$ cat config.mk
export PLATFORM = sky130hd
export DESIGN_NAME = bist_ctrl
export DESIGN_NICKNAME = d
export VERILOG_FILES = /design/src/rtl/bist_ctrl.sv
export SDC_FILE = /design/constraint.sdc
export NUM_CORES = 1
export LEC_CHECK = 0
export ABC_AREA = 1
export CORE_MARGIN = 2
export CORE_UTILIZATION = 30
export DETAILED_ROUTE_END_ITERATION = 8
export GPL_ROUTABILITY_DRIVEN = 0
export SETUP_SLACK_MARGIN = 0.02
export SKIP_LAST_GASP = 1
export SLEW_MARGIN = 20
export SYNTH_ARGS = -nofsm -noshare
export SYNTH_HDL_FRONTEND = slang
export SYNTH_SLANG_ARGS = --single-unit
$ cat constraint.sdc
create_clock -name clk -period 3.9 [get_ports clk]
set_input_delay 0.975 -clock clk [delete_from_list [all_inputs] [get_ports clk]]
set_output_delay 0.975 -clock clk [all_outputs]
set_load 0.005 [all_outputs]
$ cat src/rtl/bist_ctrl.sv
// bist_ctrl: LFSR/MISR built-in self-test controller between chip pins and the CUT.
// Latency: bistdone rises 2+NUM_PATTERNS+FLUSH_CYCLES edges after a run starts from IDLE.
// Backpressure: none; dropping bistmode aborts or releases the run on the next edge.
module bist_ctrl #(
  parameter int              PI_W         = 35,
  parameter int              PO_W         = 49,
  parameter int              NUM_PATTERNS = 2000,
  parameter int              FLUSH_CYCLES = 2,
  parameter logic [PI_W-1:0] LFSR_SEED    = PI_W'(1),
  parameter logic [PI_W-1:0] LFSR_TAPS    = {1'b1, {(PI_W-3){1'b0}}, 2'b10},
  parameter logic [PO_W-1:0] MISR_TAPS    = {1'b1, {(PO_W-10){1'b0}}, 9'h100},
  parameter logic [PO_W-1:0] GOLDEN_SIG   = '0
) (
  input  logic            clk,
  input  logic            rst,
  input  logic            bistmode,
  input  logic [PI_W-1:0] pi,
  input  logic [PO_W-1:0] cut_po,
  output logic [PI_W-1:0] cut_pi,
  output logic            cut_rst,
  output logic [PO_W-1:0] signature,
  output logic            bistdone,
  output logic            bistpass
);

  // An all-zero seed would lock the LFSR, so it is replaced by 1.
  localparam logic [PI_W-1:0] SEED_EFF = (LFSR_SEED == '0) ? PI_W'(1) : LFSR_SEED;

  // Pattern counter sized so NUM_PATTERNS-1 is always representable.
  localparam int CNT_W = $clog2(NUM_PATTERNS + 1);
  // Flush counter kept at least one bit wide even when flushing is disabled.
  localparam int FLUSH_W = $clog2(FLUSH_CYCLES + 2);

  localparam logic [CNT_W-1:0]   CNT_LAST   = CNT_W'(NUM_PATTERNS - 1);
  localparam logic [FLUSH_W-1:0] FLUSH_LAST = FLUSH_W'((FLUSH_CYCLES > 0) ? FLUSH_CYCLES - 1 : 0);

  typedef enum logic [2:0] {
    S_IDLE,
    S_INIT,
    S_RUN,
    S_FLUSH,
    S_DONE
  } state_t;

  state_t               state_q;
  logic [PI_W-1:0]      lfsr_q;
  logic [PO_W-1:0]      misr_q;
  logic [CNT_W-1:0]     cnt_q;
  logic [FLUSH_W-1:0]   flush_q;
  logic                 done_q;
  logic                 pass_q;

  logic [PI_W-1:0]      lfsr_d;
  logic [PO_W-1:0]      misr_d;
  logic                 sig_match;

  // One LFSR step: shift left, feedback is the parity of the tapped bits.
  assign lfsr_d = {lfsr_q[PI_W-2:0], ^(lfsr_q & LFSR_TAPS)};

  // One MISR step: same shift/feedback structure with the CUT response folded in.
  assign misr_d = {misr_q[PO_W-2:0], ^(misr_q & MISR_TAPS)} ^ cut_po;

  // Compare the signature the MISR will hold in DONE; any X bit counts as a mismatch.
  assign sig_match = !(misr_d !== GOLDEN_SIG);

  // BIST sequencer: IDLE -> INIT -> RUN -> FLUSH -> DONE, with abort back to IDLE.
  always_ff @(posedge clk or posedge rst) begin
    if (rst) begin
      state_q <= S_IDLE;
      lfsr_q  <= SEED_EFF;
      misr_q  <= '0;
      cnt_q   <= '0;
      flush_q <= '0;
      done_q  <= 1'b0;
      pass_q  <= 1'b0;
    end else begin
      case (state_q)
        S_IDLE: begin
          if (bistmode) begin
            state_q <= S_INIT;
          end
        end

        S_INIT: begin
          if (!bistmode) begin
            state_q <= S_IDLE;
          end else begin
            lfsr_q  <= SEED_EFF;
            misr_q  <= '0;
            cnt_q   <= '0;
            flush_q <= '0;
            state_q <= S_RUN;
          end
        end

        S_RUN: begin
          if (!bistmode) begin
            state_q <= S_IDLE;
          end else begin
            misr_q <= misr_d;
            lfsr_q <= lfsr_d;
            cnt_q  <= cnt_q + 1'b1;
            if (cnt_q == CNT_LAST) begin
              if (FLUSH_CYCLES == 0) begin
                state_q <= S_DONE;
                done_q  <= 1'b1;
                pass_q  <= sig_match;
              end else begin
                state_q <= S_FLUSH;
              end
            end
          end
        end

        S_FLUSH: begin
          // The LFSR and pattern counter hold so the last responses drain into the MISR.
          if (!bistmode) begin
            state_q <= S_IDLE;
          end else begin
            misr_q  <= misr_d;
            flush_q <= flush_q + 1'b1;
            if (flush_q == FLUSH_LAST) begin
              state_q <= S_DONE;
              done_q  <= 1'b1;
              pass_q  <= sig_match;
            end
          end
        end

        S_DONE: begin
          // Signature and verdict stay frozen until the pin releases BIST mode.
          if (!bistmode) begin
            state_q <= S_IDLE;
            done_q  <= 1'b0;
            pass_q  <= 1'b0;
          end
        end

        default: begin
          state_q <= S_IDLE;
          done_q  <= 1'b0;
          pass_q  <= 1'b0;
        end
      endcase
    end
  end

  // The CUT is held in reset by the chip reset and for the single INIT cycle.
  assign cut_rst = rst | (state_q == S_INIT);

  // Patterns replace the pins only while BIST mode is requested and a run is active.
  assign cut_pi = (bistmode && (state_q != S_IDLE)) ? lfsr_q : pi;

  assign signature = misr_q;
  assign bistdone  = done_q;
  assign bistpass  = pass_q;

endmodule

==> run metrics <==
outcome=complete, no violations; Die W=around 140 microns; Reg area=2554 sq um; TNS Setup=0 ns; WL per Instance=roughly 13 microns; largest net degree at the start of global routing=slightly above 70; CTS Hold Bufs=0; initial antenna violation count=0; Yosys cell types=30; max cap viols=0; detailed-route DRC error count=0; Overall Global Routing Usage=16.27%; Antenna Nets Post-Route=0; post-route cell area=approximately 7700 sq um; share of cells above drive strength 1=roughly 4.3%; CTS tree=built; leakage power figure=0.003547 uW; die height=around 140 microns; fin crit share=~89%; Reg clk slew, reported paths=0.07 ns; Post-CTS Setup Inserts=0; synthesized net count=817; fin crit period=approximately 3.5 ns; Initial DRC Count=220; CTS Root Cell=clkbuf_16; post-synth top area share=47.01%; top cells by area, synth=dfrtp_1 47%, nand2_1 16%, o21ai_0 9.7%; worst hold slack=~0.49 ns; Async SR Flop Fraction=between 90% and 100%; GR Overflow Total=0; fillers=1794; setup violators final=0; die area=~19000 sq um; Layout Nets=983; Starting Density=around 31%; Yosys reg bits=roughly 100; total vias in the final route=just over 5000; clk_lat worst skew=roughly 0.35 ns; Yosys top cell by area=dfrtp_1; relative slew slack=44.74%; min-delay worst type=flop to flop; CTS Sinks=102; CP endpoint kind=primary output; # rows=between 40 and 50; first-pass detailed-route iteration total=4; H-tree depth=3; CP arrival=2.51 ns; # IOs=between 150 and 200; Max FO, Critical Path=70; Final Hold Viols=0; total routed wirelength=~15 mm; Via density=about 4.5; PD cells=597.0 nW/um^2; first-pass GRT wire length=24.17 mm; Mapped Area=roughly 5400 sq um; Peak VDD IR=approximately 0.31 mV; skew final=approximately 0.0086 ns; Setup CP Type=primary input to primary output; unrepaired setup endpoints after global routing=no; Critical Path Source Type=primary input; core area=17420 sq um; Syn Area/Cell=between 7 and 8 sq um; synth warn=0; max-slew violations=0; Num CTS Buffers=9; Area Overhead vs Synth=42.63%; Critical Path RT=2.92 ns; Clock Tree Buf Depth=2; dpl hpwl=around 11 mm; Mapped Cells=between 700 and 800; number of diodes=0; Top FF cell, synth=dfrtp_1; final core occ=between 40% and 50%; Worst Tran Pin Value=between 0.8 and 0.9 ns; CTS resizes=0; number of synthesized flops with an enable pin=0; vias in the first global route=between 4000 and 5000; DP Area=roughly 7300 sq um; area of the multi-input gates=between 2000 and 2500 sq um; register area share after synthesis=47.50%; f_max=about 0.29 GHz; IO Port Bufs=~170
-- per-layer routing --
metal	vias to the layer above	track usage [%]	share of wire, %
li1	2603	-	-
met1	2324	22.53	49
met2	154	25.39	42
met3	17	3.582	7.0
met4	0	5.102	1.5
met5	-	0	0
-- logic make-up after synthesis --
| group | Yosys count | synth area share [%] |
|---|---|---|
| flops | 102 | 47.50 |
| fa+ha+maj | 2 | 0.4654 |
| simple gates | 307 | 23.27 |
| buf+inv | 153 | 11.31 |
| compound gates | 147 | 14.68 |
| xor+xnor | 17 | 2.769 |
-- stage by stage --
step	std cells	setup WS [ns]	total power [uW]
2_1_floorplan	728	0.2486	2558
3_3_place_gp	1108	0.4730	3589
3_5_place_dp	1108	0.4536	3606
4_1_cts	1124	0.4372	4629
5_1_grt	1124	0.2941	4938
6_report	1124	0.4171	4579
-- path summary, 6_finish.rpt --
path	start	end	slack, ns	depth (start not counted)
worst min-delay path	bistdone$_DFFE_PP0P_	bistdone$_DFFE_PP0P_	0.49	2
min in group asynchronous	rst	lfsr_q[29]$_DFFE_PP0P_	1.14	3
worst min register to register	bistdone$_DFFE_PP0P_	bistdone$_DFFE_PP0P_	0.49	2
max in group asynchronous	rst	signature[39]$_DFFE_PP0P_	1.55	4
worst max-delay path	bistmode	cut_pi[33]	0.42	5
worst max register to register	state_q[2]$_DFFE_PP0P_	state_q[0]$_DFFE_PP0P_	1.75	8
-- final cells by class --
type / instances / share of cell area (%)
clock inverters: 3 / 0.8484
flip-flops and latches: 102 / 33.30
multi-input cells: 473 / 28.88
repair buffers: 180 / 23.43
clock buffers: 13 / 3.524
well taps: 225 / 3.671
inverters: 128 / 6.347
-- where the power goes --
part | internal [uW] | total [uW] | switching, uW
Sequential | 1350 | 1600 | 249
Clock | 615 | 1000 | 389
Combinational | 992 | 1980 | 987
-- synthesized netlist by cell type (2+ instances only) --
cell type,count
a21oi_1,4
buf_2,15
clkbuf_1,7
dfrtp_1,101
ha_1,2
inv_1,124
inv_2,3
nand2_1,234
nand2_2,3
nand2_4,2
nand3_1,16
nand4_1,3
nor2_1,36
nor2_4,2
nor3_1,7
o21ai_0,104
o22ai_1,37
xnor2_1,13
xor2_1,4
-- worst max-delay path, stage by stage --
cell and delay (ns):
clkdlybuf4s50_1 0.49, nand2_2 0.08, buf_12 0.20, o21ai_0 0.21, clkdlybuf4s50_1 0.54
-- registers in the layout (all words and copies together) (netlist names) --
signal / cells
bistpass: 1
signature: 49
lfsr_q: 35
bistdone: 1
state_q: 3
cnt_q: 11
flush_q: 2
-- cell usage in the layout, fill, tap and decap left out, drive strengths merged --
cell / n
a211oi: 1
a21oi: 4
buf: 7
bufinv: 2
clkbuf: 13
clkdlybuf4s50: 173
clkinv: 1
clkinvlp: 1
dfrtp: 101
dfstp: 1
ha: 2
inv: 127
nand2: 239
nand3: 16
nand4: 3
nor2: 40
nor3: 7
nor3b: 1
o21ai: 105
o22ai: 37
or2: 1
xnor2: 13
xor2: 4
Power figures use the tool's default switching activity.
